**src/rtl/seq_divider.sv**
```systemverilog
// Unsigned restoring divider: DW-bit dividend / VW-bit divisor -> quotient, remainder.
// Latency: DW+1 cycles from accepted start to done (1 cycle for divide-by-zero).
// Backpressure: none; start is ignored while busy, results hold until the next completion.
module seq_divider #(
  parameter int DW = 24,
  parameter int VW = 8
) (
  input  logic          clk,
  input  logic          rst_n,
  input  logic          start,
  input  logic [DW-1:0] dividend,
  input  logic [VW-1:0] divisor,
  output logic          busy,
  output logic          done,
  output logic [DW-1:0] quotient,
  output logic [VW-1:0] remainder,
  output logic          div_by_zero
);

  typedef enum logic [1:0] {IDLE, RUN, DONE} state_t;

  localparam int CW = (DW > 1) ? $clog2(DW) : 1;
  localparam logic [CW-1:0] LAST = CW'(DW - 1);

  state_t        state, state_nx;
  logic [CW-1:0] cnt;
  logic [DW-1:0] dq;       // dividend bits shift out at the top, quotient bits shift in at the bottom
  logic [VW:0]   part;     // one spare bit so the shifted value never overflows the compare
  logic [VW-1:0] dvs;
  logic          accept;
  logic          last;
  logic [VW:0]   shifted;
  logic [VW:0]   diff;
  logic          qbit;
  logic [VW:0]   part_nx;
  logic [DW-1:0] dq_nx;

  // One restoring step: bring in the next dividend bit, subtract if it fits.
  always_comb begin
    shifted = (part << 1) | {{VW{1'b0}}, dq[DW-1]};
    diff    = shifted - {1'b0, dvs};
    qbit    = (shifted >= {1'b0, dvs});
    part_nx = qbit ? diff : shifted;
    dq_nx   = {dq[DW-2:0], qbit};
  end

  // State register.
  always_ff @(posedge clk or negedge rst_n) begin
    if (!rst_n) state <= IDLE;
    else        state <= state_nx;
  end

  // Next-state and handshake outputs; a zero divisor skips RUN entirely.
  always_comb begin
    state_nx = state;
    busy     = 1'b0;
    done     = 1'b0;
    accept   = 1'b0;
    last     = 1'b0;
    case (state)
      IDLE: begin
        if (start) begin
          accept   = 1'b1;
          state_nx = (divisor == '0) ? DONE : RUN;
        end
      end
      RUN: begin
        busy = 1'b1;
        if (cnt == LAST) begin
          last     = 1'b1;
          state_nx = DONE;
        end
      end
      DONE: begin
        done = 1'b1;
        if (start) begin
          accept   = 1'b1;
          state_nx = (divisor == '0) ? DONE : RUN;
        end else begin
          state_nx = IDLE;
        end
      end
      default: state_nx = IDLE;
    endcase
  end

  // Operand capture on accept, then one iteration per RUN cycle.
  always_ff @(posedge clk or negedge rst_n) begin
    if (!rst_n) begin
      dq   <= '0;
      part <= '0;
      dvs  <= '0;
      cnt  <= '0;
    end else if (accept) begin
      dq   <= dividend;
      part <= '0;
      dvs  <= divisor;
      cnt  <= '0;
    end else if (state == RUN) begin
      dq   <= dq_nx;
      part <= part_nx;
      cnt  <= cnt + CW'(1);
    end
  end

  // Results load only on the edge entering DONE and hold otherwise.
  always_ff @(posedge clk or negedge rst_n) begin
    if (!rst_n) begin
      quotient    <= '0;
      remainder   <= '0;
      div_by_zero <= 1'b0;
    end else if (accept && divisor == '0) begin
      quotient    <= '1;
      remainder   <= dividend[VW-1:0];
      div_by_zero <= 1'b1;
    end else if (last) begin
      quotient    <= dq_nx;
      remainder   <= part_nx[VW-1:0];
      div_by_zero <= 1'b0;
    end
  end

endmodule

```
**config.mk**
```make
export PLATFORM = sky130hd
export DESIGN_NAME = seq_divider
export DESIGN_NICKNAME = d
export VERILOG_FILES = /design/src/rtl/seq_divider.sv
export SDC_FILE = /design/constraint.sdc
export NUM_CORES = 1
export LEC_CHECK = 0
export ABC_AREA = 1
export CELL_PAD_IN_SITES_DETAIL_PLACEMENT = 1
export CELL_PAD_IN_SITES_GLOBAL_PLACEMENT = 1
export CORE_MARGIN = 2
export CORE_UTILIZATION = 28
export CTS_BUF_LIST = sky130_fd_sc_hd__clkbuf_16
export DETAILED_ROUTE_END_ITERATION = 7
export GPL_TIMING_DRIVEN = 0
export PLACE_DENSITY = 0.6
export SLEW_MARGIN = 30
export SYNTH_ARGS = -nofsm -noshare
export SYNTH_HDL_FRONTEND = slang
export SYNTH_SLANG_ARGS = --single-unit
```
**constraint.sdc**
```tcl
create_clock -name clk -period 1.6 [get_ports clk]
set_input_delay 0.24 -clock clk [delete_from_list [all_inputs] [get_ports clk]]
set_output_delay 0.24 -clock clk [all_outputs]
set_load 0.005 [all_outputs]
```
==> results.toml, run 1 <==
[outcome]
status = "finished with violations"
violations = "setup timing"

[grt]
grt_pass1_wl_um = 19600
grtUsageTotal_pct = 16.0
grt_max_degree = 51
grt_overflow = 0
antenna_found_initial = 0
grt_pass1_vias = 3779

[detailed_routing]
vias_per_cell = 4.62
routed_wl_um = 11900
wl_per_cell_um = 15.8
route.detailed.drc = 0
initialDrtViolationCount = 124
routed-via-count = 3485
ant_nets = 0
first_pass_iters = 4

[timing]
setup_viol = 18
whs_ns = 0.352
hold_violations = 0
fin_worst_skew_ns = 0.00852
slew_violations = 0
worst_pin_slew_ns = 0.349
min_period_ns = 1.76
postLayoutSetupSlackWorst_ns = -0.159
relSlewSlack_pct = 76.6
fmax_mhz = 569
final.period_utilization_pct = 110
rsz0062_at_grt = "yes"

[logic_synthesis]
yosys_warnings = 0
synth_top_family_by_area = "simple AND/OR/NAND/NOR gates"
netlist.area_leader.share_pct = 49.4
netlist-cell-type-count = 35
synth_edf_count = 0
synth-async-reset-ratio_pct = 100
synth_compound_area_share_pct = 12.7
synth_ff_type = "dfrtp_1"
ys_ff_latch = 80
yosys.area.top_type = "dfrtp_1"
netlist_instances = 459
syn_area_per_cell_sq_um = 8.82
ys_seq_area_share_pct = 49.4
synth_fa_ha_area_share_pct = 3.27
synth.top_cells.by_area = "dfrtp_1 49%, nand2_1 9.5%, inv_1 6.4%, o221ai_1 5.0%, nand3_1 4.2%"
post_synth_instance_area_sq_mm = 0.00405
synth-xor-area-share_pct = 0.865
synth.net_count = 504
yosys.area_share.simple_pct = 23.1
yosys-mux-area-fraction_pct = 0

[worst_setup_path]
path_class = "flop to flop"
crit_arrival_ns = 1.99
path_buf_inv = 3
cp_max_fo = 2
slowest_delay_ns = 0.37
cp_top_family = "adder cells"
cp-start-kind = "flop"
crit_chain = "inv_2 -> ha_4 -> inv_2 -> fa_2 -> buf_4 -> nand3_2 -> nand4_1 -> nand2_2 -> nand2_2 -> nand3_1 -> nand2_1"
end_kind = "flop"
cp.required_ns = 1.84
slowest_stage = "dfrtp_1"
reg2reg_slack_ns = -0.16

[place]
place_ws_ns = -0.270
dp.final_hpwl_um = 8180
placed_cell_area_sq_mm = 0.00500
port_buffers = 69
place_congestion = 0.726

[clock_tree]
clk_latency_ns = 0.35
clock_sinks = 80
cts_buffer_depth = 2
cts_buffers = 9
cts-root-buf = "clkbuf_16"
clk_pin_slew_ns = 0.06
cts_tree = "built"
htree_levels = 3

[flow_run]
maxCapViolCount = 0

[power]
peakVddDrop_mv = 0.815
cellPowerDensity_mw_per_mm2 = 2270
p_leak_uw = 0.00268

[die]
design.die.area_sq_mm = 0.0154
start_util_pct = 29.0
coreArea_sq_mm = 0.0140
die_h_um = 124
die_x_um = 124
io_pins = 70
num_rows = 43

[finish]
syn_to_final_growth_pct = 45.0
nets = 615
diodes = 0
final_util_pct = 42.0
drive_above_1_share_pct = 30.1
fin_area_sq_mm = 0.00587

[min_path]
hold_path_class = "primary input to asynchronous set/reset pin"
-- per-layer routing --
layer  share of wire, %  global-route usage, %  routed length, um  vias to the layer above
li1                   -                      -                  -                     1711
met4                2.2                   6.54                259                        0
met5                  0                      0                  0                        -
met1                 43                   19.6               5110                     1693
met2                 52                   28.0               6190                       66
met3                2.9                   2.49                346                       15
-- path summary, 6_finish.rpt --
| path | startpoint | cells after the start | to |
|---|---|---|---|
| max reg2reg | dq[23]$_DFFE_PN0P_ | 11 | remainder[6]$_DFFE_PN0P_ |
| max in group asynchronous | rst_n | 3 | part[4]$_DFFE_PN0P_ |
| min in group clk | divisor[2] | 3 | dvs[2]$_DFFE_PN0P_ |
| max | dq[23]$_DFFE_PN0P_ | 11 | remainder[6]$_DFFE_PN0P_ |
| min reg2reg | dvs[6]$_DFFE_PN0P_ | 2 | dvs[6]$_DFFE_PN0P_ |
| min | rst_n | 2 | quotient[20]$_DFFE_PN0P_ |
-- cell type report --
cell class | count | area (sq um)
plain buffers | 18 | 145
clock buffers | 9 | 225
clock inverters | 7 | 70.1
fillers | 1611 | 8120
inverters | 77 | 297
multi-input cells | 287 | 1950
flip-flops and latches | 80 | 2010
well taps | 180 | 225
repair buffers | 97 | 947
-- through the flow --
step / instances / TNS [ns] / total power [uW]
finish: 755 / -2.00 / 13300
global route: 755 / -3.45 / 14400
CTS: 745 / -1.33 / 12400
detailed placement: 709 / -9.80 / 9050
global placement: 708 / -230.12 / 8870
floorplan: 459 / 0 / 7150
-- cell families after synthesis --
logic type	count (synthesis)
AO/OA/AOI/OAI	69
XOR/XNOR	4
adder cells (fa/ha/maj)	10
buffers and inverters	95
flip-flops	80
AND/OR/NAND/NOR	201
-- sequential cells by signal (all words and copies together) (netlist names) --
name	flops
part	8
dvs	8
quotient	24
div_by_zero	1
dq	24
cnt	5
state	2
remainder	8
-- repair_timing --
item / in CTS / in global routing
pin swaps: 19 / 22
gates cloned: 3 / 0
endpoints found under the setup margin: 22 / 61
hold buffers: 1 / 0
gates resized for setup: 47 / 40
setup buffers: 16 / 15
endpoints found under the hold margin: 30 / 0
-- Yosys cell counts, types with 2 or more instances --
library cell  count
nand4_1           6
clkbuf_1          2
xnor2_1           2
nand3_1          34
o21ai_0          12
a21oi_1           9
o22ai_1           2
dfrtp_1          80
nand2_1         102
ha_1              9
xor2_1            2
inv_2             7
buf_6             7
nor2_1           33
nand2_2           9
o21ai_1           2
nand3b_1          4
buf_4             2
nand2_4           4
inv_1            69
buf_2             6
nor2_4            3
a21oi_2          19
o221ai_1         23
-- where the power goes --
group / total, uW / switching (uW) / internal (uW)
Combinational: 7700 / 4140 / 3570
Sequential: 3530 / 557 / 2970
Clock: 2100 / 888 / 1210
Total: 13300 / 5580 / 7750
-- cells in the final DEF (no fill, tap or decap), types with 8 or more instances in the layout --
cell,count
clkdlybuf4s50_1,66
ha_4,8
nand2_1,86
buf_4,25
nand3_1,22
nand2_4,10
a21oi_1,9
nand3_2,12
nand2_2,18
dfrtp_1,75
a21oi_2,19
o21ai_0,12
clkbuf_16,9
inv_2,19
buf_6,9
nor2_1,30
inv_1,56
o221ai_1,23
(Power assumes the default switching activity.)
==> inputs of run 2 (changes only) <==
--- a/config.mk
+++ b/config.mk
@@ -8,6 +8,7 @@
 export ABC_AREA = 1
 export CELL_PAD_IN_SITES_DETAIL_PLACEMENT = 1
 export CELL_PAD_IN_SITES_GLOBAL_PLACEMENT = 1
+export CORE_ASPECT_RATIO = 1.25
 export CORE_MARGIN = 2
 export CORE_UTILIZATION = 28
 export CTS_BUF_LIST = sky130_fd_sc_hd__clkbuf_16
==> results.toml, run 2 (synthesis results as in run 1) <==
[timing]
setup_viol = 16
relSlewSlack_pct = 80.0
rsz0062_at_grt = "yes"
postLayoutSetupSlackWorst_ns = -0.128
worst_pin_slew_ns = 0.300
slew_violations = 0
min_period_ns = 1.73
hold_violations = 0
final.period_utilization_pct = 108
fin_worst_skew_ns = 0.00573
fmax_mhz = 579

[min_path]
hold_path_class = "primary input to asynchronous set/reset pin"

[clock_tree]
cts-root-buf = "clkbuf_16"
cts_buffers = 9
clock_sinks = 80
cts_tree = "built"
htree_levels = 3
clk_latency_ns = 0.33
clk_pin_slew_ns = 0.06
cts_buffer_depth = 2

[worst_setup_path]
crit_path_end = "part[4]$_DFFE_PN0P_"
reg2reg_depth = 12
cp-start-kind = "flop"
reg2reg_slack_ns = -0.13
cp.required_ns = 1.87
crit_arrival_ns = 2.00
cp_max_fo = 3
end_kind = "flop"
path_class = "flop to flop"
r2r_start = "dq[23]$_DFFE_PN0P_"
crit_path_start = "dq[23]$_DFFE_PN0P_"
r2r-end = "part[4]$_DFFE_PN0P_"

[detailed_routing]
first_pass_iters = 4
routed-via-count = 3460
vias_per_cell = 4.63
initialDrtViolationCount = 124
wl_per_cell_um = 15.7
route.detailed.drc = 0
routed_wl_um = 11800
ant_nets = 0

[grt]
grt_overflow = 0
grt_max_degree = 56
grtUsageTotal_pct = 16.0
grt_pass1_vias = 3900
antenna_found_initial = 0
grt_pass1_wl_um = 19700

[finish]
nets = 611
syn_to_final_growth_pct = 41.9
instances_no_fill = 748
drive_above_1_share_pct = 25.8
diodes = 0
final_util_pct = 40.2
fin_area_sq_mm = 0.00575
reg.largest.list = "dq (24), quotient (24)"
mostFrequentLayoutCell = "nand2_1"
final_cell_mix = "94 x nand2_1, 79 x dfrtp_1, 66 x clkdlybuf4s50_1"

[die]
die_x_um = 112
die_h_um = 138
start_util_pct = 28.4
num_rows = 49
io_pins = 70
coreArea_sq_mm = 0.0143
design.die.area_sq_mm = 0.0154

[power]
p_leak_uw = 0.00265
power_uw = 12600
peakVddDrop_mv = 0.687
cellPowerDensity_mw_per_mm2 = 2200

[outcome]
status = "finished with violations"
violations = "setup timing"

[place]
placed_cell_area_sq_mm = 0.00499
port_buffers = 69
place_inst = 707
dp.final_hpwl_um = 8630
place_congestion = 0.807

[flow_run]
maxCapViolCount = 0
## run 2: changes by cell type in the layout (fill, tap and decap cells not counted), sizes merged
cell / delta
bufinv: +1
clkbuf: -2
clkinv: +1
clkinvlp: -1
inv: -2
nand2: -1
nor2: -1
## run 2: layout make-up
type                            count  area (sq um)
Buffer                             18           151
Clock buffer                        9           225
Clock inverter                      6          85.1
Fill cell                        1705          8540
Inverter                           77           297
Multi-Input combinational cell    285          1820
Sequential cell                    80          2000
Tap cell                          178           223
Timing Repair Buffer               95           940
## run 2: power by group
group	internal (uW)	switching [uW]	leakage, uW
clock	1350	809	0.000149
combinational	3240	3730	0.00161
sequential	2960	552	0.000886
## run 2: metrics by stage
stage	setup TNS (ns)	worst slack, ns	hold slack [ns]
3_5_place_dp	-10.18	-0.307	0.126
6_report	-1.42	-0.128	0.339
4_1_cts	-1.03	-0.105	0.346
2_1_floorplan	0	0.0221	-0.0556
5_1_grt	-3.46	-0.230	0.365
3_3_place_gp	-227.20	-2.73	0.470
## run 2: repair_timing
| action | in CTS | in global routing |
|---|---|---|
| hold endpoints to repair | 25 | 0 |
| endpoints found under the setup margin | 42 | 62 |
| pin swaps | 10 | 11 |
| setup buffers | 20 | 4 |
| gates cloned | 1 | 0 |
| gates resized for setup | 43 | 17 |
| hold buffers | 1 | 0 |
## run 2: worst min path at each step
| stage | endpoint | slack (ns) | start | depth (start not counted) |
|---|---|---|---|---|
| 2_1_floorplan | cnt[0]$_DFFE_PN0P_ | -0.06 | rst_n | 0 |
| 3_3_place_gp | dvs[6]$_DFFE_PN0P_ | 0.47 | dvs[6]$_DFFE_PN0P_ | 2 |
| 3_5_place_dp | quotient[22]$_DFFE_PN0P_ | 0.13 | rst_n | 1 |
| 4_1_cts | quotient[22]$_DFFE_PN0P_ | 0.35 | rst_n | 2 |
| 5_1_grt | quotient[19]$_DFFE_PN0P_ | 0.36 | rst_n | 2 |
| 6_report | quotient[19]$_DFFE_PN0P_ | 0.34 | rst_n | 2 |
## run 2: metal layers
metal / up-vias / wire length [um] / global-route usage (%)
met5: - / 0 / 0
met4: 0 / 293 / 5.33
met3: 19 / 339 / 2.85
met2: 64 / 6500 / 30.6
met1: 1676 / 4620 / 17.6
li1: 1701 / - / -
## run 2: worst max-delay path, cell delays in order (launching register included)
cell and delay [ns]:
dfrtp_1 0.38, inv_2 0.09, ha_4 0.14, inv_2 0.04
fa_2 0.42, inv_2 0.06, nor2_1 0.04, nor2_1 0.10
xnor2_1 0.15, nand2_2 0.07, nand2_2 0.07, nand2_2 0.05
nand2_1 0.06
